<file path="config.mk">
export PLATFORM = sky130hd
export DESIGN_NAME = tableau_row_buffer
export DESIGN_NICKNAME = d
export VERILOG_FILES = /design/src/rtl/qcm_pkg.sv /design/src/rtl/tableau_row_mem.sv /design/src/rtl/tableau_row_buffer.sv
export SDC_FILE = /design/constraint.sdc
export NUM_CORES = 1
export LEC_CHECK = 0
export BUFFER_PORTS_ARGS = -buffer_cell sky130_fd_sc_hd__buf_2
export CORE_MARGIN = 2
export CORE_UTILIZATION = 45
export DETAILED_ROUTE_END_ITERATION = 8
export HOLD_SLACK_MARGIN = 0.06
export PLACE_DENSITY = 0.65
export SYNTH_ARGS = -nofsm -noshare
export SYNTH_HDL_FRONTEND = slang
export SYNTH_SLANG_ARGS = --single-unit
</file>
<file path="constraint.sdc">
create_clock -name clk -period 2.7 [get_ports clk]
set_input_delay 0.81 -clock clk [delete_from_list [all_inputs] [get_ports clk]]
set_output_delay 0.81 -clock clk [all_outputs]
set_load 0.02 [all_outputs]
</file>
<file path="src/rtl/qcm_pkg.sv">
// -----------------------------------------------------------------------------
// qcm_pkg
// Shared types for the tableau pipeline: single-qubit Pauli literal encoding,
// the nominal tableau row layout and the row-buffer state encoding.
// -----------------------------------------------------------------------------
package qcm_pkg;

    // Two-bit Pauli literal encoding used on every literals bus.
    typedef enum logic [1:0] {
        LIT_I = 2'b00,
        LIT_Z = 2'b01,
        LIT_X = 2'b10,
        LIT_Y = 2'b11
    } literal_e;

    // Nominal qubit count of the pipeline; row_t is laid out for it.
    localparam int unsigned QCM_NUM_QUBIT = 3;

    // One tableau row: per-qubit literals (qubit q at [q]) plus the phase bit.
    // Packed so that {literals, phase} maps straight onto a flat row word.
    typedef struct packed {
        logic [QCM_NUM_QUBIT-1:0][1:0] literals;
        logic                          phase;
    } row_t;

    // Row buffer sequencing.
    typedef enum logic [1:0] {
        ST_CAPTURE = 2'd0,
        ST_WAIT_GP = 2'd1,
        ST_READOUT = 2'd2
    } buf_state_e;

endpackage

</file>
<file path="src/rtl/tableau_row_mem.sv">
// -----------------------------------------------------------------------------
// tableau_row_mem
// DEPTH-entry row store, one write port and one registered read port.
// The read register is reset so the replayed row bus starts at all-zero;
// the storage array itself is never cleared.
//
// Ports
//   clk        in   clock
//   rst_new    in   asynchronous active-high reset (read register only)
//   i_wr_en    in   write strobe
//   i_wr_addr  in   write row index
//   i_wr_data  in   row word to store
//   i_rd_en    in   read strobe; read register holds when low
//   i_rd_addr  in   read row index
//   o_rd_data  out  registered read data
// -----------------------------------------------------------------------------
module tableau_row_mem #(
    parameter int unsigned DEPTH = 3,
    parameter int unsigned WIDTH = 7,
    parameter int unsigned AW    = $clog2(DEPTH + 1)
) (
    input  logic             clk,
    input  logic             rst_new,
    input  logic             i_wr_en,
    input  logic [AW-1:0]    i_wr_addr,
    input  logic [WIDTH-1:0] i_wr_data,
    input  logic             i_rd_en,
    input  logic [AW-1:0]    i_rd_addr,
    output logic [WIDTH-1:0] o_rd_data
);

    logic [WIDTH-1:0] r_mem [DEPTH];
    logic [WIDTH-1:0] r_rd_data;

    always_ff @(posedge clk) begin
        if (i_wr_en) begin
            r_mem[i_wr_addr] <= i_wr_data;
        end
    end

    always_ff @(posedge clk or posedge rst_new) begin
        if (rst_new) begin
            r_rd_data <= '0;
        end else if (i_rd_en) begin
            r_rd_data <= r_mem[i_rd_addr];
        end
    end

    assign o_rd_data = r_rd_data;

endmodule

</file>
<file path="src/rtl/tableau_row_buffer.sv">
// -----------------------------------------------------------------------------
// tableau_row_buffer
// Captures NUM_QUBIT canonical-stage rows, waits for the global-phase unit,
// then replays the rows in order on consecutive cycles.
//
// Ports
//   clk                    in   clock
//   rst_new                in   asynchronous active-high reset
//   literals_in            in   captured row literals (2 bits per qubit)
//   phase_in               in   captured row phase
//   valid_in               in   row strobe
//   valid_P                in   P-basis-ready pulse, held until next readout
//   gp_ready               in   downstream ready; starts readout from WAIT_GP
//   literals_out           out  replayed row literals (holds last row)
//   phase_out              out  replayed row phase (holds last row)
//   valid_out              out  replayed row strobe
//   valid_P_out            out  latched valid_P, aligned with row 0 readout
//   literal_phase_readout  out  high on every readout cycle
//   ld_flag_anticommute    out  one-cycle pulse after the last row is stored
//   overflow_err           out  sticky: row arrived outside CAPTURE
//   gate_count             out  completed readouts, saturating at TOTAL_GATE
// -----------------------------------------------------------------------------
module tableau_row_buffer
    import qcm_pkg::*;
#(
    parameter int unsigned NUM_QUBIT  = 3,
    parameter int unsigned TOTAL_GATE = 30
) (
    input  logic                              clk,
    input  logic                              rst_new,
    input  logic [2*NUM_QUBIT-1:0]            literals_in,
    input  logic                              phase_in,
    input  logic                              valid_in,
    input  logic                              valid_P,
    input  logic                              gp_ready,
    output logic [2*NUM_QUBIT-1:0]            literals_out,
    output logic                              phase_out,
    output logic                              valid_out,
    output logic                              valid_P_out,
    output logic                              literal_phase_readout,
    output logic                              ld_flag_anticommute,
    output logic                              overflow_err,
    output logic [$clog2(TOTAL_GATE+1)-1:0]   gate_count
);

    localparam int unsigned CW = $clog2(NUM_QUBIT + 1);
    localparam int unsigned GW = $clog2(TOTAL_GATE + 1);
    localparam int unsigned RW = 2 * NUM_QUBIT + 1;
    localparam logic [CW-1:0] LAST_ROW = CW'(NUM_QUBIT - 1);
    localparam logic [GW-1:0] GATE_MAX = GW'(TOTAL_GATE);

    buf_state_e    r_state;
    logic [CW-1:0] r_wr_cnt;
    logic [CW-1:0] r_rd_cnt;
    logic [GW-1:0] r_gate_count;
    logic          r_valid_out;
    logic          r_readout;
    logic          r_valid_P_out;
    logic          r_p_latch;
    logic          r_ld_flag;
    logic          r_overflow;

    logic          w_wr_en;
    logic          w_first_rd;
    logic          w_rd_en;
    logic [CW-1:0] w_rd_addr;
    logic          w_last_rd;
    logic [RW-1:0] w_rd_data;

    // Row 0 is read on the same edge that sees gp_ready in WAIT_GP, so the
    // memory's read register doubles as the output register and row 0 is
    // visible one edge after gp_ready. rd_cnt then points at the next row.
    assign w_wr_en    = (r_state == ST_CAPTURE) && valid_in;
    assign w_first_rd = (r_state == ST_WAIT_GP) && gp_ready;
    assign w_rd_en    = w_first_rd || (r_state == ST_READOUT);
    assign w_rd_addr  = w_first_rd ? '0 : r_rd_cnt;
    assign w_last_rd  = w_rd_en && (w_rd_addr == LAST_ROW);

    tableau_row_mem #(
        .DEPTH (NUM_QUBIT),
        .WIDTH (RW),
        .AW    (CW)
    ) u_row_mem (
        .clk       (clk),
        .rst_new   (rst_new),
        .i_wr_en   (w_wr_en),
        .i_wr_addr (r_wr_cnt),
        .i_wr_data ({literals_in, phase_in}),
        .i_rd_en   (w_rd_en),
        .i_rd_addr (w_rd_addr),
        .o_rd_data (w_rd_data)
    );

    always_ff @(posedge clk or posedge rst_new) begin
        if (rst_new) begin
            r_state       <= ST_CAPTURE;
            r_wr_cnt      <= '0;
            r_rd_cnt      <= '0;
            r_gate_count  <= '0;
            r_valid_out   <= 1'b0;
            r_readout     <= 1'b0;
            r_valid_P_out <= 1'b0;
            r_p_latch     <= 1'b0;
            r_ld_flag     <= 1'b0;
            r_overflow    <= 1'b0;
        end else begin
            r_ld_flag     <= 1'b0;
            r_valid_P_out <= 1'b0;
            r_valid_out   <= w_rd_en;
            r_readout     <= w_rd_en;

            if (valid_in && (r_state != ST_CAPTURE)) begin
                r_overflow <= 1'b1;
            end

            // A pulse arriving on the first readout edge itself is forwarded too.
            if (w_first_rd) begin
                r_valid_P_out <= r_p_latch | valid_P;
                r_p_latch     <= 1'b0;
            end else if (valid_P) begin
                r_p_latch <= 1'b1;
            end

            case (r_state)
                ST_CAPTURE: begin
                    if (valid_in) begin
                        if (r_wr_cnt == LAST_ROW) begin
                            r_wr_cnt  <= '0;
                            r_ld_flag <= 1'b1;
                            r_state   <= ST_WAIT_GP;
                        end else begin
                            r_wr_cnt <= r_wr_cnt + CW'(1);
                        end
                    end
                end
                ST_WAIT_GP: begin
                    if (gp_ready) begin
                        r_rd_cnt <= CW'(1);
                        r_state  <= ST_READOUT;
                    end
                end
                ST_READOUT: begin
                    r_rd_cnt <= r_rd_cnt + CW'(1);
                end
                default: begin
                    r_state <= ST_CAPTURE;
                end
            endcase

            // Overrides the case above, which also covers a one-row tableau
            // finishing on the WAIT_GP edge.
            if (w_last_rd) begin
                r_state  <= ST_CAPTURE;
                r_rd_cnt <= '0;
                if (r_gate_count != GATE_MAX) begin
                    r_gate_count <= r_gate_count + GW'(1);
                end
            end
        end
    end

    assign literals_out          = w_rd_data[RW-1:1];
    assign phase_out             = w_rd_data[0];
    assign valid_out             = r_valid_out;
    assign literal_phase_readout = r_readout;
    assign valid_P_out           = r_valid_P_out;
    assign ld_flag_anticommute   = r_ld_flag;
    assign overflow_err          = r_overflow;
    assign gate_count            = r_gate_count;

endmodule
</file>
# --- Yosys cells after proc, flatten, opt, wreduce, memory -nomap -nowiden ---
# Memories as Yosys holds them, arrays and structs flattened. A register that Yosys moved wholly into a read port is not among the register bits.
# Index checks and enable logic that the tools add are counted.
op_classes:
  n_addsub: 3
  eq_ne: 9
  mux: 18
  bitwise_logic: 1
  n_reduce_logical: 13
op_table:
  columns: ["operator", "n"]
  rows:
  - ["two-way mux 2 bit", 8]
  - ["two-way mux 1 bit", 8]
  - ["== test 2 bit, second input constant", 3]
  - ["!= test 3 bit, second input constant", 2]
  - ["case mux 2 bit (3 select lines)", 1]
  - ["AND reduction 2 bit", 3]
  - ["adder 5 x 1 -> 5 bit, second input constant", 1]
  - ["!= test 5 bit, second input constant", 1]
  - ["adder 2 x 1 -> 2 bit, second input constant", 2]
  - ["logical AND 1 bit", 4]
  - ["case mux 2 bit (2 select lines)", 1]
  - ["AND reduction 4 bit", 1]
  - ["nonzero test 2 bit", 2]
  - ["!= test 3 x 2 -> 1 bit, second input constant", 1]
  - ["nonzero test 3 bit", 1]
  - ["== test 2 x 1 -> 1 bit, second input constant", 1]
  - ["zero test 2 bit", 1]
  - ["!= test 2 bit, second input constant", 1]
  - ["logical OR 1 bit", 1]
  - ["OR 1 bit", 1]
word_totals:
  ff_bits: 16
  ramBits: 21
  input_bits: 12
  output_inout_bits: 17
  word_cells: 54
  n_memories: 1
mem_list:
  columns: ["name", "words", "width", "rd", "rd_clocked_by_memory_dff", "wr", "line", "source"]
  rows:
  - ["u_row_mem.r_mem", 3, 7, 1, 1, 1, "tableau_row_mem.sv:32", "logic [WIDTH-1:0] r_mem [DEPTH];"]

# --- Depth between registers and ports, before layout ---
# Gate-level depths: netlist (run 1).
logic_depth:
  depth_word: 7
  ltp_mapped: 7

# --- Modules after synthesis ---
# From an unflattened synthesis (run 1), not the netlist that was laid out.
unflattened:
  hier_cells: 140
  area_unflattened_um2: 1943.1
by_module_without_submodules:
  columns: ["mod", "instances", "cells_per_inst", "area_each_um2", "seq_area_each_um2"]
  rows:
  - ["tableau_row_mem", 1, 64, 1132.3, 805.8]
  - ["tableau_row_buffer", 1, 76, 810.8, 400.4]

# --- Least setup slack after synthesis (run 1) ---
# No wires, ideal clock.
synth_path:
  path_kind: "input-to-reg"
  startpoint: "input valid_in"
  endpoint: "memory u_row_mem.r_mem[1][0] (enable)"
  setup_time_ps: 384
  arrival_time_ps: 1611
  required_time_ps: 2316
  setup_slack_ps: 705
  stages: 2
  path_cell_list: "nand2_1 -> nor3b_1"
synth_between:
  elab_chain_len: 3
synth_rtl:
  columns: ["element", "line", "source"]
  rows:
  - ["from (decl)", "tableau_row_buffer.sv:33", "input logic valid_in,"]
  - ["logical AND 1 bit", "tableau_row_buffer.sv:73", "assign w_wr_en = (r_state == ST_CAPTURE) && valid_in;"]
  - ["two-way mux 1 bit", "tableau_row_mem.sv:36", "if (i_wr_en) begin"]
  - ["two-way mux 1 bit (not written as such)", "tableau_row_mem.sv:37", "r_mem[i_wr_addr] <= i_wr_data;"]
  - ["to (decl)", "tableau_row_mem.sv:32", null]
# Every way passes these cells.

# --- Worst setup path after layout (run 1) ---
layout_path:
  startpoint: "register r_state[1]"
  endpoint: "register r_gate_count[4], in the netlist gate_count[4]"
layout_between:
  elab_chain_len: 6
  elab_cells_between_ends: 8
layout_rtl:
  columns: ["element", "line", "source"]
  rows:
  - ["from (decl)", "tableau_row_buffer.sv:52", "buf_state_e r_state;"]
  - ["from (signal assigned)", "tableau_row_buffer.sv:96", "r_state <= ST_CAPTURE;"]
  - ["from (signal assigned)", "tableau_row_buffer.sv:130", "r_state <= ST_WAIT_GP;"]
  - ["from (signal assigned)", "tableau_row_buffer.sv:139", "r_state <= ST_READOUT;"]
  - ["== test 2 x 1 -> 1 bit", "tableau_row_buffer.sv:74", "assign w_first_rd = (r_state == ST_WAIT_GP) && gp_ready;"]
  - ["logical AND 1 bit", "tableau_row_buffer.sv:74", null]
  - ["two-way mux 2 bit", "tableau_row_buffer.sv:76", "assign w_rd_addr = w_first_rd ? '0 : r_rd_cnt;"]
  - ["== test 2 bit", "tableau_row_buffer.sv:77", "assign w_last_rd = w_rd_en && (w_rd_addr == LAST_ROW);"]
  - ["logical AND 1 bit (*)", "tableau_row_buffer.sv:77", null]
  - ["AND reduction 2 bit (no line) (*)", null, null]
  - ["to (signal assigned)", "tableau_row_buffer.sv:156", "r_gate_count <= r_gate_count + GW'(1);"]
  - ["to (decl)", "tableau_row_buffer.sv:55", "logic [GW-1:0] r_gate_count;"]
# Mark *: on every way between the ends. The rest lies on a longest branch, timed or not.
# A chain may end at the register's enable or synchronous reset.

==> results of run 1 <==
[Yosys cell counts]
cell	n
a31oi_1	3
a21oi_1	4
nand3_1	2
and3_1	1
nor2b_1	10
mux2_1	1
nand2_1	7
inv_2	1
a311oi_1	8
o2bb2ai_1	1
inv_1	16
nand2b_1	2
buf_6	1
nand2_2	1
xnor2_1	2
nand4_1	4
a21o_1	3
ha_1	6
edfxtp_1	21
nor2b_4	1
o21ai_1	3
dfrtp_1	23
nor3_1	2
xor2_1	1
buf_2	4
o221ai_1	7
nor2_1	4
nand4_2	1
clkbuf_1	1
o32a_1	1
a22o_1	1
o21a_1	7
buf_4	2
a221oi_1	1
nor3b_1	1
o21ai_0	8
[worst reg2reg max path, delay by kind of cell, from the launching register on]
family	cells	cell delay (ps)
AND/OR/NAND/NOR	3	760
multiplexers	1	320
buffers and inverters	1	130
flip-flops	1	390
adder cells (fa/ha/maj)	1	280
[logic make-up after synthesis]
family | share of synthesized area, %
adder cells (fa/ha/maj) | 3.797
multiplexers | 0.5696
AND/OR/NAND/NOR | 10.51
XOR/XNOR | 1.329
buffers and inverters | 5.759
flip-flops | 61.01
AO/OA/AOI/OAI | 17.03
[final timing paths]
| path | startpoint | to | slack (ps) |
|---|---|---|---|
| hold reg to reg | overflow_err | overflow_err | 460 |
| hold / removal | overflow_err | overflow_err | 460 |
| setup / recovery | r_state[1] | gate_count[4] | 710 |
| max in group asynchronous | rst_new | u_row_mem.o_rd_data[0] | 1900 |
| setup reg to reg | r_state[1] | gate_count[4] | 710 |
| min in group asynchronous | rst_new | ld_flag_anticommute | 540 |
[area by class of cell]
cell class	instances	share of cell area (%)
clock buffer	6	3.612
clock inverter	2	1.478
inverter	17	2.791
multi-input combinational	93	28.74
sequential	44	52.76
tap	52	2.846
timing repair buffer	33	7.772
[power by group through the flow]
stage	combinational [mW]	clock, mW	sequential (mW)
after floorplan	0.475	0	1.07
after global placement	0.684	0	1.02
after detailed placement	0.713	0	1.03
after CTS	0.719	0.523	1.01
after global routing	0.793	0.554	1.04
final	0.709	0.507	1.01
[metal layers]
layer  wire length, um  track usage, %  share of wire, %
met1              1604           18.99                44
met2              1868           27.99                51
met3               135           4.329               3.7
met4                76           7.051               2.1
met5                 0               0                 0
[sequential cells by signal (all words and copies together) (netlist names)]
name / flops
r_state: 2
literal_phase_readout: 1
r_rd_cnt: 2
valid_P_out: 1
r_wr_cnt: 2
gate_count: 5
u_row_mem.o_rd_data: 7
ld_flag_anticommute: 1
u_row_mem.r_mem: 21
r_p_latch: 1
overflow_err: 1
[cells in the final DEF, fill, tap and decap left out, types with 2 or more instances in the layout]
cell type  instances
nand3_1            2
ha_1               6
nor2b_1           10
a31oi_1            3
dfrtp_1           23
nand2_1            7
nand4_1            4
buf_4              5
a311oi_1           8
o221ai_1           7
o21ai_1            3
nand2b_1           2
xnor2_1            2
a21o_1             3
buf_2             28
a21oi_1            4
nor2_1             4
inv_1             16
edfxtp_1          21
nor3_1             2
clkbuf_8           6
o21a_1             7
o21ai_0            8
==> impl_table.tex, run 1 <==
\begin{tabular}{lr}
\hline
Metric & Value \\
\hline
\multicolumn{2}{l}{\textbf{Setup path}} \\
Buf+Inv Stages, Crit Path & 1 \\
Largest stage delay, worst path & 390 ps \\
Required time at the endpoint of the critical path & 2890 ps \\
Sequence of cells on the critical path & inv\_1 -> ha\_1 -> nand2\_2 -> and3\_1 -> nand4\_1 -> mux2\_1 \\
Sort of element at the end of the critical path & flip-flop \\
Startpoint-to-endpoint class of the critical path & flip-flop to flip-flop \\
Sort of element at the start of the critical path & flip-flop \\
Cell class contributing the biggest share of worst-path delay & simple AND/OR/NAND/NOR gates \\
Cell type of the slowest stage on the worst timing path & dfrtp\_1 \\
Largest fanout on the critical path & 28 \\
Cell depth of the worst setup path & 6 \\
Worst-case reg-to-reg path depth & 6 \\
Arrival time at the worst endpoint & 2180 ps \\
\multicolumn{2}{l}{\textbf{Placement}} \\
Instance area after placement & $\sim$2200 sq um \\
Post-DP HPWL & 2489 um \\
Count of input and output buffers & 28 \\
Placement Setup Slack & around 560 ps \\
Placer congestion estimate & 0.7859 \\
Cell count after placement & 239 \\
\multicolumn{2}{l}{\textbf{Cells and area}} \\
Post-route non-filler standard cell count & around 250 \\
Area growth syn-to-layout & 15.63\% \\
Fraction of layout cells with a size suffix above 1 & 22.56\% \\
Number of fill cells in the layout & 378 \\
Final layout net count & 212 \\
Register cell area after layout & $\sim$1200 sq um \\
Fin area & $\sim$2300 sq um \\
ANT cells & 0 \\
Final core utilization & between 50\% and 60\% \\
Area occupied by multi-input gates & 656.9 sq um \\
\multicolumn{2}{l}{\textbf{STA}} \\
Setup TNS & 0 ps \\
RSZ-0062 raised after global routing & false \\
Least setup slack across all paths after layout & 714.0 ps \\
Min cycle time layout & 1986 ps \\
Part of the cycle the worst path needs & 73.56\% \\
Total count of hold-check failures in the final report & 0 \\
Max-slew violation count & 0 \\
Actual transition at the worst max-transition pin & 656.0 ps \\
Highest clock rate & 503.5 MHz \\
Final setup skew & 14.56 ps \\
Hold Slack & 456.5 ps \\
Remaining max-slew budget at the tightest pin & between 50\% and 60\% \\
Setup violations, final & 0 \\
\multicolumn{2}{l}{\textbf{Clocking}} \\
Number of gates resized after cts & 0 \\
Hold Buf Count CTS & 0 \\
Clk root buf & clkbuf\_8 \\
Htree depth & 2 \\
Clock buffers created by TritonCTS & 5 \\
Clk sinks & 44 \\
Clock tree from TritonCTS & built \\
Max Root-Sink Buffers & 2 \\
Clock-pin slew on the worst setup and hold paths & 90 ps \\
Clock latency reported for the late side of the worst-skew pair & 300 ps \\
Post-CTS Setup Inserts & 0 \\
\multicolumn{2}{l}{\textbf{Power and ir drop}} \\
Leakage power summed over all cells & 0.9876 nW \\
Sw Share & between 30\% and 40\% \\
Internal power & 1.482 mW \\
Net load switching power & 0.7469 mW \\
Design Power & 2.229 mW \\
Clock network fraction of design power & 22.7\% \\
Comb pwr share & 31.8\% \\
Register share of total power & 45.5\% \\
Maximum ir drop on the vdd rail & 0.0003996 V \\
PD cells & 975.0 nW/um\^{}2 \\
\multicolumn{2}{l}{\textbf{Floorplanning}} \\
Initial Util & between 40\% and 50\% \\
Die boundary width & 70.28 um \\
Total core area & 4294 sq um \\
Full die area & between 4000 and 5000 sq um \\
Floorplan row count & 24 \\
Chip Height & 70.28 um \\
Ports & 29 \\
\multicolumn{2}{l}{\textbf{Run}} \\
Max Cap Violations & 0 \\
\multicolumn{2}{l}{\textbf{Global route}} \\
Antenna violations before repair & 0 \\
GR Util All Layers & 16.26\% \\
Total grt overflow & 0 \\
Vias in the first global route & 1350 \\
Maximum number of pins on one net before global-route repair & 29 \\
Global-route wire length before repair & $\sim$6200 um \\
\multicolumn{2}{l}{\textbf{Detailed routing}} \\
Vias after detailed routing & between 1000 and 1500 \\
DRC violation total after the first TritonRoute iteration & 117 \\
Count of nets left with antenna violations after detail routing & 0 \\
Final routed wire length divided by cell count & between 10 and 15 um \\
Drt total wl & between 3000 and 4000 um \\
Initial DRT Pass Iterations & 4 \\
Mean number of vias per cell & 5.417 \\
Remaining routing DRC violations & 0 \\
\multicolumn{2}{l}{\textbf{Logic synthesis}} \\
Post-synthesis instance total & 162 \\
Number of warnings reported in the yosys synthesis log & 0 \\
Combined area of all synthesized cells & 1977 sq um \\
Synth Register Bits & 44 \\
Leading area contributor after synthesis & edfxtp\_1 \\
Proportion of synthesized chip area in sequential cells & 61.01\% \\
Avg Synthesized Cell Area & 12.20 sq um \\
Share of the synthesized area in the top cell type & 31.90\% \\
Main area contributors after synthesis & edfxtp\_1 (32\%), dfrtp\_1 (29\%), ha\_1 (3.8\%), a311oi\_1 (3.5\%), nor2b\_1 (3.2\%) \\
Post-synthesis net count & 180 \\
Number of unique standard cell types used by synthesis & 36 \\
\multicolumn{2}{l}{\textbf{Min path}} \\
Number of cells on the worst hold path & 1 \\
Type of the worst min-delay path & flip-flop to flip-flop \\
\multicolumn{2}{l}{\textbf{Status}} \\
Status & finished clean \\
\hline
\end{tabular}
No activity file was read; power rests on OpenSTA's default activity.
==> inputs of run 2 (changes only) <==
- clock period: 2.7 -> 2 ns (I/O delays scaled with it)
==> run 2 against run 1 <==
Final cell count grew 1.2%. Clock power is 14% higher. First-iteration DRC count is 10% lower. Utilization grew 0.23 points. Critical path depth did not move. Hold slack lost 120 ps. Combinational power is 38% higher. Wire length about the same. Power increased by 31%. Worst setup slack got worse by 550 ps. Largest cell class unchanged.
==> impl_table.tex, run 2 (same netlist as run 1, synthesis figures left out) <==
\begin{tabular}{lr}
\hline
Metric & Value \\
\hline
\multicolumn{2}{l}{\textbf{Setup path}} \\
Sort of element at the start of the critical path & flip-flop (unchanged) \\
Startpoint-to-endpoint class of the critical path & flip-flop to flip-flop (unchanged) \\
Critical R2R Launch & r\_state[1] (unchanged) \\
Flop2flop setup slack & 160 ps (was 710 ps) \\
Endpoint of the worst register-to-register path & gate\_count[4] (unchanged) \\
Sequence of cells on the critical path & inv\_1 -> ha\_1 -> nand2\_2 -> and3\_1 -> nand4\_1 -> mux2\_1 (unchanged) \\
Arrival time at the worst endpoint & 2020 ps (was 2180 ps) \\
Sort of element at the end of the critical path & flip-flop (unchanged) \\
Cell type of the slowest stage on the worst timing path & dfrtp\_1 (unchanged) \\
Largest fanout on the critical path & 17 (was 28) \\
Largest stage delay, worst path & 390 ps (about the same) \\
Worst-case reg-to-reg path depth & 6 (unchanged) \\
Required time at the endpoint of the critical path & 2180 ps (was 2890 ps) \\
\multicolumn{2}{l}{\textbf{STA}} \\
Min cycle time layout & 1839 ps (was 1986 ps) \\
Setup violations, final & 0 (unchanged) \\
Setup TNS & 0 ps (unchanged) \\
Hold Slack & 333.4 ps (was 456.5 ps) \\
RSZ-0062 raised after global routing & false (unchanged) \\
Max-slew violation count & 0 (unchanged) \\
Part of the cycle the worst path needs & 91.96\% (was 73.56\%) \\
Total count of hold-check failures in the final report & 0 (unchanged) \\
Least setup slack across all paths after layout & 160.8 ps (was 714.0 ps) \\
Remaining max-slew budget at the tightest pin & 54.83\% (was 56.27\%) \\
Highest clock rate & 543.7 MHz (was 503.5 MHz) \\
Final setup skew & 3.250 ps (was 14.56 ps) \\
Actual transition at the worst max-transition pin & 677.5 ps (was 656.0 ps) \\
\multicolumn{2}{l}{\textbf{Power and ir drop}} \\
Sw Share & 35.23\% (was 33.51\%) \\
Maximum ir drop on the vdd rail & 0.0005476 V (was 0.0003996 V) \\
Net load switching power & 1.030 mW (was 0.7469 mW) \\
Register share of total power & 46.7\% (was 45.5\%) \\
PD cells & 1274 nW/um\^{}2 (was 975.0 nW/um\^{}2) \\
Leakage power summed over all cells & 0.9865 nW (was 0.9876 nW) \\
Comb pwr share & 33.5\% (was 31.8\%) \\
Clock network fraction of design power & 19.8\% (was 22.7\%) \\
Internal power & 1.894 mW (was 1.482 mW) \\
\multicolumn{2}{l}{\textbf{Floorplanning}} \\
Die boundary width & 70.28 um (unchanged) \\
Initial Util & 46.04\% (unchanged) \\
Floorplan row count & 24 (unchanged) \\
Total core area & 4294 sq um (unchanged) \\
Full die area & 4939 sq um (unchanged) \\
Ports & 29 (unchanged) \\
Chip Height & 70.28 um (unchanged) \\
\multicolumn{2}{l}{\textbf{Cells and area}} \\
Top reg by flops & u\_row\_mem.r\_mem (unchanged) \\
Commonest non-fill, non-tap cell in the layout & buf\_2 (unchanged) \\
Flip-flop count of the largest register, all copies and words added & 21 (unchanged) \\
ANT cells & 0 (unchanged) \\
Fraction of layout cells with a size suffix above 1 & 24.75\% (was 22.56\%) \\
Final layout net count & 215 (was 212) \\
Area growth syn-to-layout & 16.14\% (was 15.63\%) \\
Final core utilization & 53.47\% (was 53.23\%) \\
Fin area & 2296 sq um (was 2286 sq um) \\
Top library cells by usage in the layout, fill and taps aside & buf\_2 (28), dfrtp\_1 (23), edfxtp\_1 (21) (unchanged) \\
\multicolumn{2}{l}{\textbf{Placement}} \\
Post-DP HPWL & 2451 um (was 2489 um) \\
Placement Setup Slack & 205.6 ps (was 558.6 ps) \\
Instance area after placement & 2192 sq um (was 2170 sq um) \\
Placer congestion estimate & 0.7435 (was 0.7859) \\
Count of input and output buffers & 28 (unchanged) \\
\multicolumn{2}{l}{\textbf{Status}} \\
Status & finished clean (unchanged) \\
\multicolumn{2}{l}{\textbf{Clocking}} \\
Clock tree from TritonCTS & built (unchanged) \\
Post-CTS Setup Inserts & 0 (unchanged) \\
Htree depth & 2 (unchanged) \\
Clock buffers created by TritonCTS & 5 (unchanged) \\
Max Root-Sink Buffers & 2 (unchanged) \\
Clock-pin slew on the worst setup and hold paths & 80 ps (was 90 ps) \\
Clock latency reported for the late side of the worst-skew pair & 290 ps (was 300 ps) \\
Clk sinks & 44 (unchanged) \\
Clk root buf & clkbuf\_8 (unchanged) \\
\multicolumn{2}{l}{\textbf{Detailed routing}} \\
Initial DRT Pass Iterations & 4 (unchanged) \\
Vias after detailed routing & 1372 (was 1338) \\
Remaining routing DRC violations & 0 (unchanged) \\
Count of nets left with antenna violations after detail routing & 0 (unchanged) \\
DRC violation total after the first TritonRoute iteration & 105 (was 117) \\
Drt total wl & 3681 um (was 3684 um) \\
Final routed wire length divided by cell count & 14.72 um (was 14.91 um) \\
Mean number of vias per cell & 5.488 (was 5.417) \\
\multicolumn{2}{l}{\textbf{Global route}} \\
Antenna violations before repair & 0 (unchanged) \\
Total grt overflow & 0 (unchanged) \\
GR Util All Layers & 16.50\% (was 16.26\%) \\
Global-route wire length before repair & 6258 um (was 6154 um) \\
Vias in the first global route & 1348 (was 1350) \\
Maximum number of pins on one net before global-route repair & 24 (was 29) \\
\multicolumn{2}{l}{\textbf{Run}} \\
Max Cap Violations & 0 (unchanged) \\
\multicolumn{2}{l}{\textbf{Min path}} \\
Type of the worst min-delay path & input port to async pin (was flip-flop to flip-flop) \\
\hline
\end{tabular}
-- run 2: changes by cell type in the layout (fill, tap and decap cells not counted), sizes merged --
cell / previous run / this run
buf: 33 / 36
clkinv: 1 / 0
bufinv: 1 / 0
clkinvlp: 0 / 2
-- run 2: cell type report --
class	instances	area (sq um)
inverter	17	63.81
timing repair buffer	36	200.2
clock inverter	2	15.01
clock buffer	6	82.58
tap	52	65.06
fill	367	1998
sequential	44	1206
multi-input combinational	93	663.1
-- run 2: worst max path at each step --
stage | from | end | slack (ps) | depth (start not counted)
final | r_state[1] | gate_count[4] | 160 | 6
after global routing | r_state[1] | u_row_mem.o_rd_data[3] | 10 | 6
after CTS | r_state[1] | gate_count[4] | 180 | 6
after detailed placement | r_state[1] | gate_count[4] | 210 | 6
after global placement | gp_ready | gate_count[4] | 260 | 5
after floorplan | r_state[0] | u_row_mem.r_mem[1][0] | 90 | 4
-- run 2: layer usage --
| layer | GRT usage (%) | wire length, um | up-vias |
|---|---|---|---|
| met2 | 27.88 | 1900 | 28 |
| met1 | 20.10 | 1565 | 675 |
| met4 | 6.410 | 47 | 0 |
| li1 | - | - | 662 |
| met3 | 4.329 | 167 | 7 |
| met5 | 0 | 0 | - |
-- run 2: metrics by stage --
step                power, mW  cells
detailed placement      2.362    242
CTS                     2.944    250
floorplan               2.079    162
global placement        2.323    242
global route            3.137    250
finish                  2.925    250
-- run 2: power by group through the flow --
stage | logic [mW] | registers, mW | clock network, mW
2_1_floorplan | 0.641 | 1.44 | 0
3_3_place_gp | 0.953 | 1.37 | 0
3_5_place_dp | 0.981 | 1.38 | 0
4_1_cts | 0.984 | 1.36 | 0.598
5_1_grt | 1.10 | 1.40 | 0.641
6_report | 0.980 | 1.37 | 0.579
-- run 2: repair_timing --
item | CTS | global route
hold buffers | 0 | 0
gates resized for setup | 0 | 1
hold endpoints to repair | 0 | 0
setup endpoints to repair | 0 | 1
-- run 2: worst max-delay path: cells and delay by family, from the launching register on --
kind          cells  cell delay [ps]
fa+ha+maj         1              280
buf+inv           1              120
flops             1              390
mux               1              320
simple gates      3              610
